[src/rtl/mt_gen_par.sv]
// Mersenne Twister (MT19937 / MT19937-64) generator over an external state RAM.
// It seeds the RAM itself or starts from a preloaded RAM, and streams tempered words with valid/ready.
module mt_gen_par #(
  parameter int unsigned W  = 32,
  parameter int unsigned AW = 10
) (
  input  logic          clk,
  input  logic          reset,
  input  logic          init,
  input  logic          seed_load,
  input  logic [W-1:0]  seed,
  output logic          busy,
  output logic [W-1:0]  dout,
  output logic          dout_valid,
  input  logic          dout_ready,
  output logic [AW-1:0] raddr0,
  output logic [AW-1:0] raddr1,
  output logic          ren,
  input  logic [W-1:0]  rdata0,
  input  logic [W-1:0]  rdata1,
  output logic [AW-1:0] waddr,
  output logic          wen,
  output logic [W-1:0]  wdata
);

  localparam bit IS64 = (W == 64);
  localparam int unsigned N = IS64 ? 312 : 624;
  localparam int unsigned M = IS64 ? 156 : 397;
  localparam int unsigned U = IS64 ? 29 : 11;
  localparam int unsigned S = IS64 ? 17 : 7;
  localparam int unsigned T = IS64 ? 37 : 15;
  localparam int unsigned L = IS64 ? 43 : 18;

  localparam logic [63:0] A64 = IS64 ? 64'hB502_6F5A_A966_19E9 : 64'h0000_0000_9908_B0DF;
  localparam logic [63:0] UP64 = IS64 ? 64'hFFFF_FFFF_8000_0000 : 64'h0000_0000_8000_0000;
  localparam logic [63:0] D64 = IS64 ? 64'h5555_5555_5555_5555 : 64'h0000_0000_FFFF_FFFF;
  localparam logic [63:0] B64 = IS64 ? 64'h71D6_7FFF_EDA6_0000 : 64'h0000_0000_9D2C_5680;
  localparam logic [63:0] C64 = IS64 ? 64'hFFF7_EEE0_0000_0000 : 64'h0000_0000_EFC6_0000;
  localparam logic [63:0] F64 = IS64 ? 64'd6364136223846793005 : 64'd1812433253;

  localparam logic [W-1:0] A     = A64[W-1:0];
  localparam logic [W-1:0] UPPER = UP64[W-1:0];
  localparam logic [W-1:0] D     = D64[W-1:0];
  localparam logic [W-1:0] B     = B64[W-1:0];
  localparam logic [W-1:0] C     = C64[W-1:0];
  localparam logic [W-1:0] F     = F64[W-1:0];

  localparam logic [AW-1:0] LAST    = AW'(N - 1);
  localparam logic [AW-1:0] ADDR_M  = AW'(M);
  localparam logic [AW-1:0] ADDR_M1 = AW'(M + 1);

  if (W != 32 && W != 64) begin : g_bad_width
    $error("mt_gen_par: W must be 32 or 64");
  end
  if (AW < $clog2(N)) begin : g_bad_aw
    $error("mt_gen_par: AW too small for N");
  end

  typedef enum logic [1:0] {IDLE, SEED, PRIME, RUN} state_t;

  state_t        state, state_nxt;
  logic [W-1:0]  x_seed, xk, seed_nxt, y_mix, twist;
  logic [AW-1:0] idx, r0, r1;
  logic [1:0]    pcnt;
  logic          advance;

  function automatic logic [AW-1:0] inc_wrap(input logic [AW-1:0] a);
    return (a == LAST) ? '0 : a + AW'(1);
  endfunction

  function automatic logic [W-1:0] temper(input logic [W-1:0] v);
    logic [W-1:0] y;
    y = v ^ ((v >> U) & D);
    y = y ^ ((y << S) & B);
    y = y ^ ((y << T) & C);
    y = y ^ (y >> L);
    return y;
  endfunction

  // x[k] lives in xk; x[k+1] and x[k+M] come straight off the read ports,
  // which hold their data across stalls because ren drops with advance.
  always_comb begin
    advance  = (state == RUN) && (!dout_valid || dout_ready);
    y_mix    = (xk & UPPER) | (rdata0 & ~UPPER);
    twist    = rdata1 ^ (y_mix >> 1) ^ (y_mix[0] ? A : '0);
    seed_nxt = F * (x_seed ^ (x_seed >> (W - 2))) + W'(idx) + W'(1);
  end

  always_ff @(posedge clk or posedge reset) begin
    if (reset) state <= IDLE;
    else       state <= state_nxt;
  end

  always_comb begin
    state_nxt = state;
    if (seed_load) state_nxt = SEED;
    else if (init) state_nxt = PRIME;
    else begin
      case (state)
        IDLE:    state_nxt = IDLE;
        SEED:    if (idx == LAST) state_nxt = PRIME;
        PRIME:   if (pcnt == 2'd3) state_nxt = RUN;
        RUN:     state_nxt = RUN;
        default: state_nxt = IDLE;
      endcase
    end
  end

  always_comb begin
    busy  = 1'b0;
    ren   = 1'b0;
    wen   = 1'b0;
    waddr = '0;
    wdata = '0;
    case (state)
      SEED: begin
        busy  = 1'b1;
        wen   = 1'b1;
        waddr = idx;
        wdata = x_seed;
      end
      PRIME: begin
        busy = 1'b1;
        ren  = 1'b1;
      end
      RUN: begin
        ren   = advance;
        wen   = advance;
        waddr = idx;
        wdata = twist;
      end
      default: ;
    endcase
  end

  assign raddr0 = r0;
  assign raddr1 = r1;

  // PRIME: cycle 0 reads x[0]; cycles 1-3 read x[1]/x[M]; x[0] lands in xk after cycle 1.
  always_ff @(posedge clk or posedge reset) begin
    if (reset) begin
      x_seed     <= '0;
      xk         <= '0;
      idx        <= '0;
      r0         <= '0;
      r1         <= '0;
      pcnt       <= '0;
      dout       <= '0;
      dout_valid <= 1'b0;
    end else if (seed_load) begin
      x_seed     <= seed;
      idx        <= '0;
      dout_valid <= 1'b0;
    end else if (init) begin
      pcnt       <= '0;
      r0         <= '0;
      r1         <= '0;
      dout_valid <= 1'b0;
    end else begin
      case (state)
        SEED: begin
          x_seed <= seed_nxt;
          idx    <= inc_wrap(idx);
          if (idx == LAST) begin
            pcnt <= '0;
            r0   <= '0;
            r1   <= '0;
          end
        end
        PRIME: begin
          pcnt <= pcnt + 2'd1;
          case (pcnt)
            2'd0: begin
              r0 <= AW'(1);
              r1 <= ADDR_M;
            end
            2'd1: xk <= rdata0;
            2'd3: begin
              r0  <= AW'(2);
              r1  <= ADDR_M1;
              idx <= '0;
            end
            default: ;
          endcase
        end
        RUN: begin
          if (advance) begin
            idx        <= inc_wrap(idx);
            r0         <= inc_wrap(r0);
            r1         <= inc_wrap(r1);
            xk         <= rdata0;
            dout       <= temper(twist);
            dout_valid <= 1'b1;
          end
        end
        default: ;
      endcase
    end
  end

endmodule

[config.mk]
export PLATFORM = sky130hd
export DESIGN_NAME = mt_gen_par
export DESIGN_NICKNAME = d
export VERILOG_FILES = /design/src/rtl/mt_gen_par.sv
export SDC_FILE = /design/constraint.sdc
export NUM_CORES = 1
export LEC_CHECK = 0
export BUFFER_PORTS_ARGS = -buffer_cell sky130_fd_sc_hd__buf_2
export CAP_MARGIN = 25
export CORE_UTILIZATION = 50
export CTS_CLUSTER_SIZE = 25
export DETAILED_ROUTE_END_ITERATION = 8
export PLACE_DENSITY_LB_ADDON = 0.2
export SLEW_MARGIN = 15
export SYNTH_ARGS = -nofsm -noshare
export SYNTH_HDL_FRONTEND = slang
export SYNTH_SLANG_ARGS = --single-unit
[constraint.sdc]
create_clock -name clk -period 6.5 [get_ports clk]
set_input_delay 0.975 -clock clk [delete_from_list [all_inputs] [get_ports clk]]
set_output_delay 0.975 -clock clk [all_outputs]
set_load 0.05 [all_outputs]
# After elaboration in Yosys (flattened, before gate mapping)
# Cells that the tools add are included.
dict set report totals {
  regBits 131
  inputBits 101
  out_inout_bits 98
  elab_cells 107
}
dict set report classes {
  addsub 6
  n_mul 1
  n_eq_ne 18
  muxes 41
  n_bitwise 10
  n_reduce_logical 22
}
# operator count
set op_table {}
lappend op_table {{two-way mux 32 bit} 6}
lappend op_table {{two-way mux 10 bit} 13}
lappend op_table {{case mux 32 bit (2 select lines)} 2}
lappend op_table {{XOR 32 bit} 3}
lappend op_table {{case mux 10 bit (3 select lines)} 3}
lappend op_table {{case mux 10 bit (2 select lines)} 2}
lappend op_table {{adder 32 x 1 -> 32 bit (second input constant)} 1}
lappend op_table {{adder 32 x 10 -> 32 bit} 1}
lappend op_table {{multiplier 31 x 32 -> 32 bit (first input constant)} 1}
lappend op_table {{bitwise OR 32 x 31 -> 32 bit} 1}
lappend op_table {{XOR 32 x 14 -> 32 bit} 1}
lappend op_table {{XOR 32 x 2 -> 32 bit} 1}
lappend op_table {{XOR 32 x 21 -> 32 bit} 1}
lappend op_table {{XOR 32 x 31 -> 32 bit} 1}
lappend op_table {{adder 10 x 1 -> 10 bit (second input constant)} 3}
lappend op_table {{equality test 10 bit (second input constant)} 3}
lappend op_table {{two-way mux 2 bit} 6}
lappend op_table {{inequality test 3 bit (second input constant)} 4}
lappend op_table {{AND reduction 5 bit} 2}
lappend op_table {{nonzero test 3 bit} 3}
lappend op_table {{inequality test 4 bit (second input constant)} 2}
lappend op_table {{case mux 2 bit (4 select lines)} 1}
lappend op_table {{AND reduction 4 bit} 2}
lappend op_table {{nonzero test 4 bit} 2}
lappend op_table {{18 further kinds} 33}

# Logic depth before layout (Yosys ltp)
# Gate-level depths: netlist of run 1.
dict set report depth {
  depth_word 7
  depth_mapped 24
  ltp_nobuf 24
}

# Worst setup path after synthesis of run 1
# Ideal clock, no wire load.
dict set report synth_path {
  path_kind {register to register}
  from {reg x_seed[31]}
  to {reg x_seed[29]}
  setup_time_ns 0.126
  arrival_time_ns 6.328
  setup_slack_ns 0.046
  path_stages_with_launch 24
  path_buffers 0
  cell_sequence {dfrtp_1 -> xor2_1 -> xor2_1 -> ha_1 -> or2_2 -> ha_1 -> inv_1 -> fa_1 -> inv_1 -> ha_1 -> fa_1 -> fa_1 -> fa_1 -> inv_1 -> fa_1 -> inv_1 -> ha_1 -> and3_1 -> nor2b_1 -> o2111ai_2 -> a221o_2 -> a31oi_2 -> mux2i_1 -> a221o_1}
}
dict set report synth_between {
  elab_chain_cells 7
}
# element line_no
set synth_rtl {}
lappend synth_rtl {{start: declaration} 62} ;# logic [W-1:0] x_seed, xk, seed_nxt, y_mix, twist;
lappend synth_rtl {{start signal: assignment} 162} ;# x_seed <= seed_nxt;
lappend synth_rtl {{XOR 32 x 2 -> 32 bit} 86} ;# seed_nxt = F * (x_seed ^ (x_seed >> (W - 2))) + W'(idx) + W'(1);
lappend synth_rtl {{multiplier 31 x 32 -> 32 bit} 86}
lappend synth_rtl {{adder 32 x 10 -> 32 bit} 86}
lappend synth_rtl {{adder 32 x 1 -> 32 bit} 86}
lappend synth_rtl {{two-way mux 32 bit} 160} ;# case (state)
lappend synth_rtl {{two-way mux 32 bit} 154} ;# end else if (init) begin
lappend synth_rtl {{two-way mux 32 bit} 150} ;# end else if (seed_load) begin
# Every way passes these cells. The select of a mux whose other input is x is not followed.
# A chain may end at the register's enable or synchronous reset.

# Worst setup path after layout of run 1
dict set report layout_path {
  from {reg x_seed[1]}
  to {reg x_seed[29]}
}
# Same word-level chain as after synthesis.

==> impl_summary.txt, run 1 <==
----------------------------------------------------
[Timing]
  Slew at the pin with the worst max-slew slack ... 1.03 ns
  Final Hold Violating Endpoints ... 0
  Minimum period implied by the final worst setup slack ... 6.30 ns
  Fmax achieved ... 159 MHz
  Fraction of the cycle the final worst path needs ... 0.969
  Setup clock skew after layout ... 0.0130 ns
  Final setup violation count ... 0
  Max Transition Viols Final ... 0
  Relative max-transition margin ... 0.311
  Post-route worst setup slack ... 0.201 ns

[Die]
  DIE HEIGHT ... 171 um
  Number of rows in the core area ... 61
  Floorplan die width ... 171 um
  Placeable core region ... 0.0280 sq mm
  Die Outline Area ... 0.0293 sq mm
  Initial core utilization ... 0.512
  Top-Level Pins ... 199

[Clock network]
  CTS H-tree depth ... 3
  TritonCTS clock tree ... done
  Post-cts hold buffer count ... 0
  Clock sink total ... 100
  TritonCTS Buffers ... 9
  CTS clock-pin slew for the worst setup and hold paths ... 0.09 ns
  Clock latency on the worst-skew pair ... 0.37 ns
  Buffer cell driving the clock tree root ... sky130_fd_sc_hd__clkbuf_16
  Clock Path Buffers ... 2

[Yosys]
  Most frequent cell after synthesis ... sky130_fd_sc_hd__inv_1
  Number of distinct standard cells referenced by the synthesized netlist ... 64
  EDFF count, synth ... 0
  Post-Syn Instances ... 1530
  Post-Syn Area ... 0.0143 sq mm
  Share of Yosys cell area claimed by the top area cell type ... 0.216
  Synthesized netlist net count ... 2032
  Average cell area after synthesis ... 9.37 sq um
  Most common library cells after synthesis ... sky130_fd_sc_hd__inv_1, sky130_fd_sc_hd__ha_1, sky130_fd_sc_hd__fa_1
  Sequential fraction of the synthesis area ... 0.175
  Main synth FF type ... sky130_fd_sc_hd__dfrtp_1
  Top cells by area in the synthesized netlist ... sky130_fd_sc_hd__ha_1, sky130_fd_sc_hd__fa_1, sky130_fd_sc_hd__dfrtp_1, sky130_fd_sc_hd__inv_1, sky130_fd_sc_hd__xnor2_1
  Synth area leader ... sky130_fd_sc_hd__ha_1
  Number of warnings printed during yosys synthesis ... 0
  Asr flop ratio synth ... 1.00
  Post-synthesis register bit count ... 100

[Worst setup path]
  Crit path cell chain ... xor2_2 -> buf_4 -> inv_1 -> fa_1 -> inv_1 -> ha_1 -> fa_1 -> ha_1 -> fa_1 -> fa_1 -> fa_1 -> inv_1 -> fa_1 -> inv_1 -> ha_1 -> a21o_1 -> a21o_1 -> a21oi_1 -> and2_1 -> a221o_2 -> a31oi_2 -> mux2i_1 -> a221o_1
  Buffers and inverters on the worst path ... 5
  Element type at the critical path start ... flip-flop
  Category of the critical setup timing path ... reg2reg
  Largest fanout on the critical path ... 7
  Dominant delay contributor by cell family on the critical path ... adder cells
  CP Data Required Time ... 6.76 ns
  Crit-path slowest cell ... sky130_fd_sc_hd__fa_1
  Most repeated library cell on the critical path ... sky130_fd_sc_hd__fa_1
  CP peak stage delay ... 0.51 ns
  Critical Path AT ... 6.56 ns
  Worst setup EP type ... flip-flop

[Detailed routing]
  Detailed-route wire length ... 41.2 mm
  Antenna Violating Nets Remaining ... 0
  Routed len/inst ... 19.4 um
  Routed vias ... 11400
  Number of design-rule violations left by the first detailed-router iteration ... 730
  Remaining routing DRC violations ... 0
  Via-per-instance ratio ... 5.38
  Length of the first detailed-routing pass in iterations ... 5

[Placement]
  Port Buf Inserts ... 198
  Placer congestion estimate ... 0.962
  Half-perimeter wire length after detailed placement ... 33.7 mm
  Setup slack after placement ... 0.114 ns

[GRT]
  Initial antenna violation count ... 1
  Total track usage ... 0.292
  Maximum number of pins on one net before global-route repair ... 73
  Via count of the first global-routing pass ... 11600
  Global-route wire length before repair ... 63.7 mm
  Total grt overflow ... 0

[Final layout]
  Final Util ... 0.585
  Share of post-route cells with drive strength above 1 ... 0.172
  Layout overhead on the synthesized area ... 14.3%
  Net count, final ... 2241
  Number of fillers in the final layout ... 2514

[Run]
  Max-Cap Viols ... 0

[Status]
  Status ... finished clean

[Min path]
  Path type of the worst min-delay path ... reg2reg

----------------------------------------------------
## repair_timing
action | CTS | global route
endpoints found under the hold margin | 0 | 0
resized for setup | 0 | 23
buffers inserted | 0 | 1
endpoints found under the setup margin | 0 | 7
## worst min-delay path, cell delays in order (launching register included)
cell,delay [ns]
sky130_fd_sc_hd__dfrtp_1,0.35
sky130_fd_sc_hd__nand2_1,0.04
sky130_fd_sc_hd__o21ai_0,0.06
## through the flow
step | TNS (ns) | hold WS (ns) | std cells | instance area [sq um]
after floorplan | 0 | 0.473 | 1530 | 14300
after global placement | 0 | 0.458 | 2104 | 15900
after detailed placement | 0 | 0.466 | 2104 | 15900
after CTS | 0 | 0.487 | 2120 | 16200
after global routing | -0.0176 | 0.510 | 2123 | 16400
final | 0 | 0.482 | 2123 | 16400
## flip-flops by register name, indices dropped and copies added (netlist names)
| name | cells |
|---|---|
| x_seed | 32 |
| raddr1 | 10 |
| pcnt | 2 |
| idx | 10 |
| state | 2 |
| xk | 1 |
| dout | 32 |
| raddr0 | 10 |
| dout_valid | 1 |
## area by class of cell
| class | instances | area (sq um) | share of cell area |
|---|---|---|---|
| repair buffers | 236 | 1300 | 0.0794 |
| well taps | 378 | 473 | 0.0289 |
| clock buffers | 9 | 225 | 0.0137 |
| diodes | 1 | 2.50 | 0.000153 |
| flip-flops and latches | 100 | 2500 | 0.153 |
| inverters | 286 | 1080 | 0.0657 |
| clock inverters | 7 | 91.3 | 0.00558 |
| multi-input cells | 1106 | 10700 | 0.654 |
## cells by family after synthesis
family / share of synthesized area
AND/OR/NAND/NOR: 0.0931
AO/OA/AOI/OAI: 0.100
multiplexers: 0.0129
adder cells (fa/ha/maj): 0.431
XOR/XNOR: 0.103
flip-flops: 0.175
buffers and inverters: 0.0853
## worst paths after layout
check / start / to / slack, ns / cells after the start
max: x_seed[1]$_DFFE_PP0P_ / x_seed[29]$_DFFE_PP0P_ / 0.20 / 23
min: dout[11]$_DFFE_PP0P_ / dout[11]$_DFFE_PP0P_ / 0.48 / 2
max reg2reg: x_seed[1]$_DFFE_PP0P_ / x_seed[29]$_DFFE_PP0P_ / 0.20 / 23
min reg2reg: dout[11]$_DFFE_PP0P_ / dout[11]$_DFFE_PP0P_ / 0.48 / 2
max in group asynchronous: reset / x_seed[18]$_DFFE_PP0P_ / 4.89 / 4
min in group asynchronous: reset / dout[12]$_DFFE_PP0P_ / 0.58 / 2
## per-layer routing
metal  global-route usage  routed length [um]  vias to the layer above
met1                0.382               18100                     5557
met3               0.0481                2650                       77
met5                    0                   0                        -
li1                     -                   -                     5380
met2                0.482               18900                      399
met4                0.115                1640                        0
## placed cells by master, fill, tap and decap left out, types with 6 or more instances in the layout
master / n
sky130_fd_sc_hd__a21oi_1: 45
sky130_fd_sc_hd__a22o_1: 14
sky130_fd_sc_hd__and2_1: 7
sky130_fd_sc_hd__and3_1: 7
sky130_fd_sc_hd__buf_2: 198
sky130_fd_sc_hd__buf_4: 36
sky130_fd_sc_hd__clkbuf_16: 9
sky130_fd_sc_hd__dfrtp_1: 98
sky130_fd_sc_hd__fa_1: 154
sky130_fd_sc_hd__ha_1: 242
sky130_fd_sc_hd__inv_1: 284
sky130_fd_sc_hd__mux2_2: 12
sky130_fd_sc_hd__nand2_1: 109
sky130_fd_sc_hd__nand2b_1: 10
sky130_fd_sc_hd__nand3_1: 20
sky130_fd_sc_hd__nor2_1: 64
sky130_fd_sc_hd__nor2b_1: 13
sky130_fd_sc_hd__nor3_1: 17
sky130_fd_sc_hd__nor3b_1: 8
sky130_fd_sc_hd__o21ai_0: 105
sky130_fd_sc_hd__o21ai_1: 6
sky130_fd_sc_hd__o31ai_1: 10
sky130_fd_sc_hd__or3_1: 9
sky130_fd_sc_hd__xnor2_1: 105
sky130_fd_sc_hd__xor2_1: 59
Power of run 1 is left out: the tool's default activity adds up to more than one toggle a clock period on the data nets, which glitch-free logic cannot reach.
==> run 2: changes to the inputs <==
- BUFFER_PORTS_ARGS: -buffer_cell sky130_fd_sc_hd__buf_2 -> unset
- DONT_BUFFER_PORTS: unset -> 1
==> impl_summary.txt, run 2 (synthesis results as in run 1) <==
----------------------------------------------------
[Worst setup path]
  Element type at the critical path start ... flip-flop
  Worst flop-to-flop path startpoint ... x_seed[1]$_DFFE_PP0P_
  Dominant delay contributor by cell family on the critical path ... adder cells
  Critical path startpoint ... x_seed[1]$_DFFE_PP0P_
  Worst r2r path cells ... 25
  Largest fanout on the critical path ... 4
  CP peak stage delay ... 0.50 ns
  Most repeated library cell on the critical path ... sky130_fd_sc_hd__fa_1
  CP Data Required Time ... 6.76 ns
  Buffers and inverters on the worst path ... 5
  Crit-path slowest cell ... sky130_fd_sc_hd__fa_1
  Worst setup EP type ... flip-flop
  Critical Path AT ... 6.55 ns
  Category of the critical setup timing path ... reg2reg
  Number of gates on the worst path with buffers counted ... 25

[Timing]
  Max Transition Viols Final ... 0
  Final Hold Violating Endpoints ... 0
  Relative max-transition margin ... 0.271
  Minimum period implied by the final worst setup slack ... 6.29 ns
  Slew at the pin with the worst max-slew slack ... 1.09 ns
  Final setup violation count ... 0
  Setup clock skew after layout ... 0.0163 ns
  Fmax achieved ... 159 MHz
  Fraction of the cycle the final worst path needs ... 0.967

[Final layout]
  Share of post-route cells with drive strength above 1 ... 0.0713
  Most common cell after layout, fill and taps aside ... sky130_fd_sc_hd__inv_1
  Total area of multi-input combinational cells ... 0.0107 sq mm
  Number of fillers in the final layout ... 2539
  Commonest non-fill, non-tap cells in the layout ... sky130_fd_sc_hd__inv_1, sky130_fd_sc_hd__ha_1, sky130_fd_sc_hd__fa_1
  Fin area ... 0.0154 sq mm
  Layout overhead on the synthesized area ... 7.81%
  Net count, final ... 2054
  Area used by sequential logic in the layout ... 0.00251 sq mm
  Leading registers by flop count ... dout: 32 flops, x_seed: 32 flops

[Run]
  Max-Cap Viols ... 0

[Detailed routing]
  Via-per-instance ratio ... 5.54
  Length of the first detailed-routing pass in iterations ... 5
  Detailed-route wire length ... 40.8 mm
  Routed len/inst ... 21.1 um
  Number of design-rule violations left by the first detailed-router iteration ... 714
  Routed vias ... 10700
  Antenna Violating Nets Remaining ... 0
  Remaining routing DRC violations ... 0

[GRT]
  Initial antenna violation count ... 3
  Via count of the first global-routing pass ... 11100
  Total track usage ... 0.289
  Total grt overflow ... 0
  Global-route wire length before repair ... 62.6 mm
  Maximum number of pins on one net before global-route repair ... 72

[Die]
  DIE HEIGHT ... 171 um
  Floorplan die width ... 171 um
  Placeable core region ... 0.0280 sq mm
  Top-Level Pins ... 199
  Initial core utilization ... 0.512
  Die Outline Area ... 0.0293 sq mm
  Number of rows in the core area ... 61

[Placement]
  Port Buf Inserts ... 0
  Half-perimeter wire length after detailed placement ... 33.3 mm
  Placer congestion estimate ... 0.930
  Instance area after placement ... 0.0150 sq mm

[Min path]
  Path type of the worst min-delay path ... in2async

[Clock network]
  TritonCTS Buffers ... 9
  Buffer cell driving the clock tree root ... sky130_fd_sc_hd__clkbuf_16
  CTS H-tree depth ... 3
  Clock sink total ... 100
  Clock latency on the worst-skew pair ... 0.37 ns
  Clock Path Buffers ... 2
  CTS clock-pin slew for the worst setup and hold paths ... 0.09 ns
  Post-cts hold buffer count ... 0
  TritonCTS clock tree ... done

[Status]
  Status ... finished clean

----------------------------------------------------
==> run 2: cell count changes in the layout (fill, tap and decap cells not counted), sizes merged <==
cell / before / now
buf: 236 / 49
==> run 2: what timing repair did <==
action,4_1_cts,5_1_grt
endpoints found under the setup margin,0,10
resized for setup,0,18
setup buffers,0,1
==> run 2: final timing paths <==
kind                                               end  slack, ns
worst max-delay path            x_seed[29]$_DFFE_PP0P_       0.21
worst min-delay path              dout[19]$_DFFE_PP0P_       0.46
worst max register to register  x_seed[29]$_DFFE_PP0P_       0.21
worst min register to register     pcnt[1]$_DFFE_PP0P_       0.53
max in group asynchronous         state[1]$_DFFE_PP0P_       4.93
min in group clk                   pcnt[1]$_DFFE_PP0P_       0.53
==> run 2: area by class of cell <==
class                           instances  share of cell area
Antenna cell                            1            0.000162
Tap cell                              378              0.0306
Clock buffer                            9              0.0146
Sequential cell                       100               0.162
Timing Repair Buffer                   49              0.0254
Inverter                              286              0.0697
Multi-Input combinational cell       1106               0.691
Clock inverter                          7             0.00591
==> run 2: metal layers <==
metal / vias to the layer above / track usage / part of all wire
li1: 5006 / - / -
met3: 89 / 0.0603 / 0.077
met1: 5191 / 0.375 / 0.43
met5: - / 0 / 0.00034
met2: 439 / 0.463 / 0.45
met4: 2 / 0.128 / 0.045
==> run 2: through the flow <==
stage / util / hold WS (ns) / setup TNS [ns] / worst slack (ns) / instances
after floorplan: - / 0.473 / 0 / 0.0458 / 1530
after CTS: 0.548 / 0.468 / 0 / 0.109 / 1933
after global placement: 0.535 / 0.499 / 0 / 0.218 / 1914
after detailed placement: 0.536 / 0.516 / 0 / 0.130 / 1917
final: 0.552 / 0.461 / 0 / 0.213 / 1936
after global routing: 0.552 / 0.477 / -0.0976 / -0.0674 / 1936
Power of run 2 is left out for the same reason.
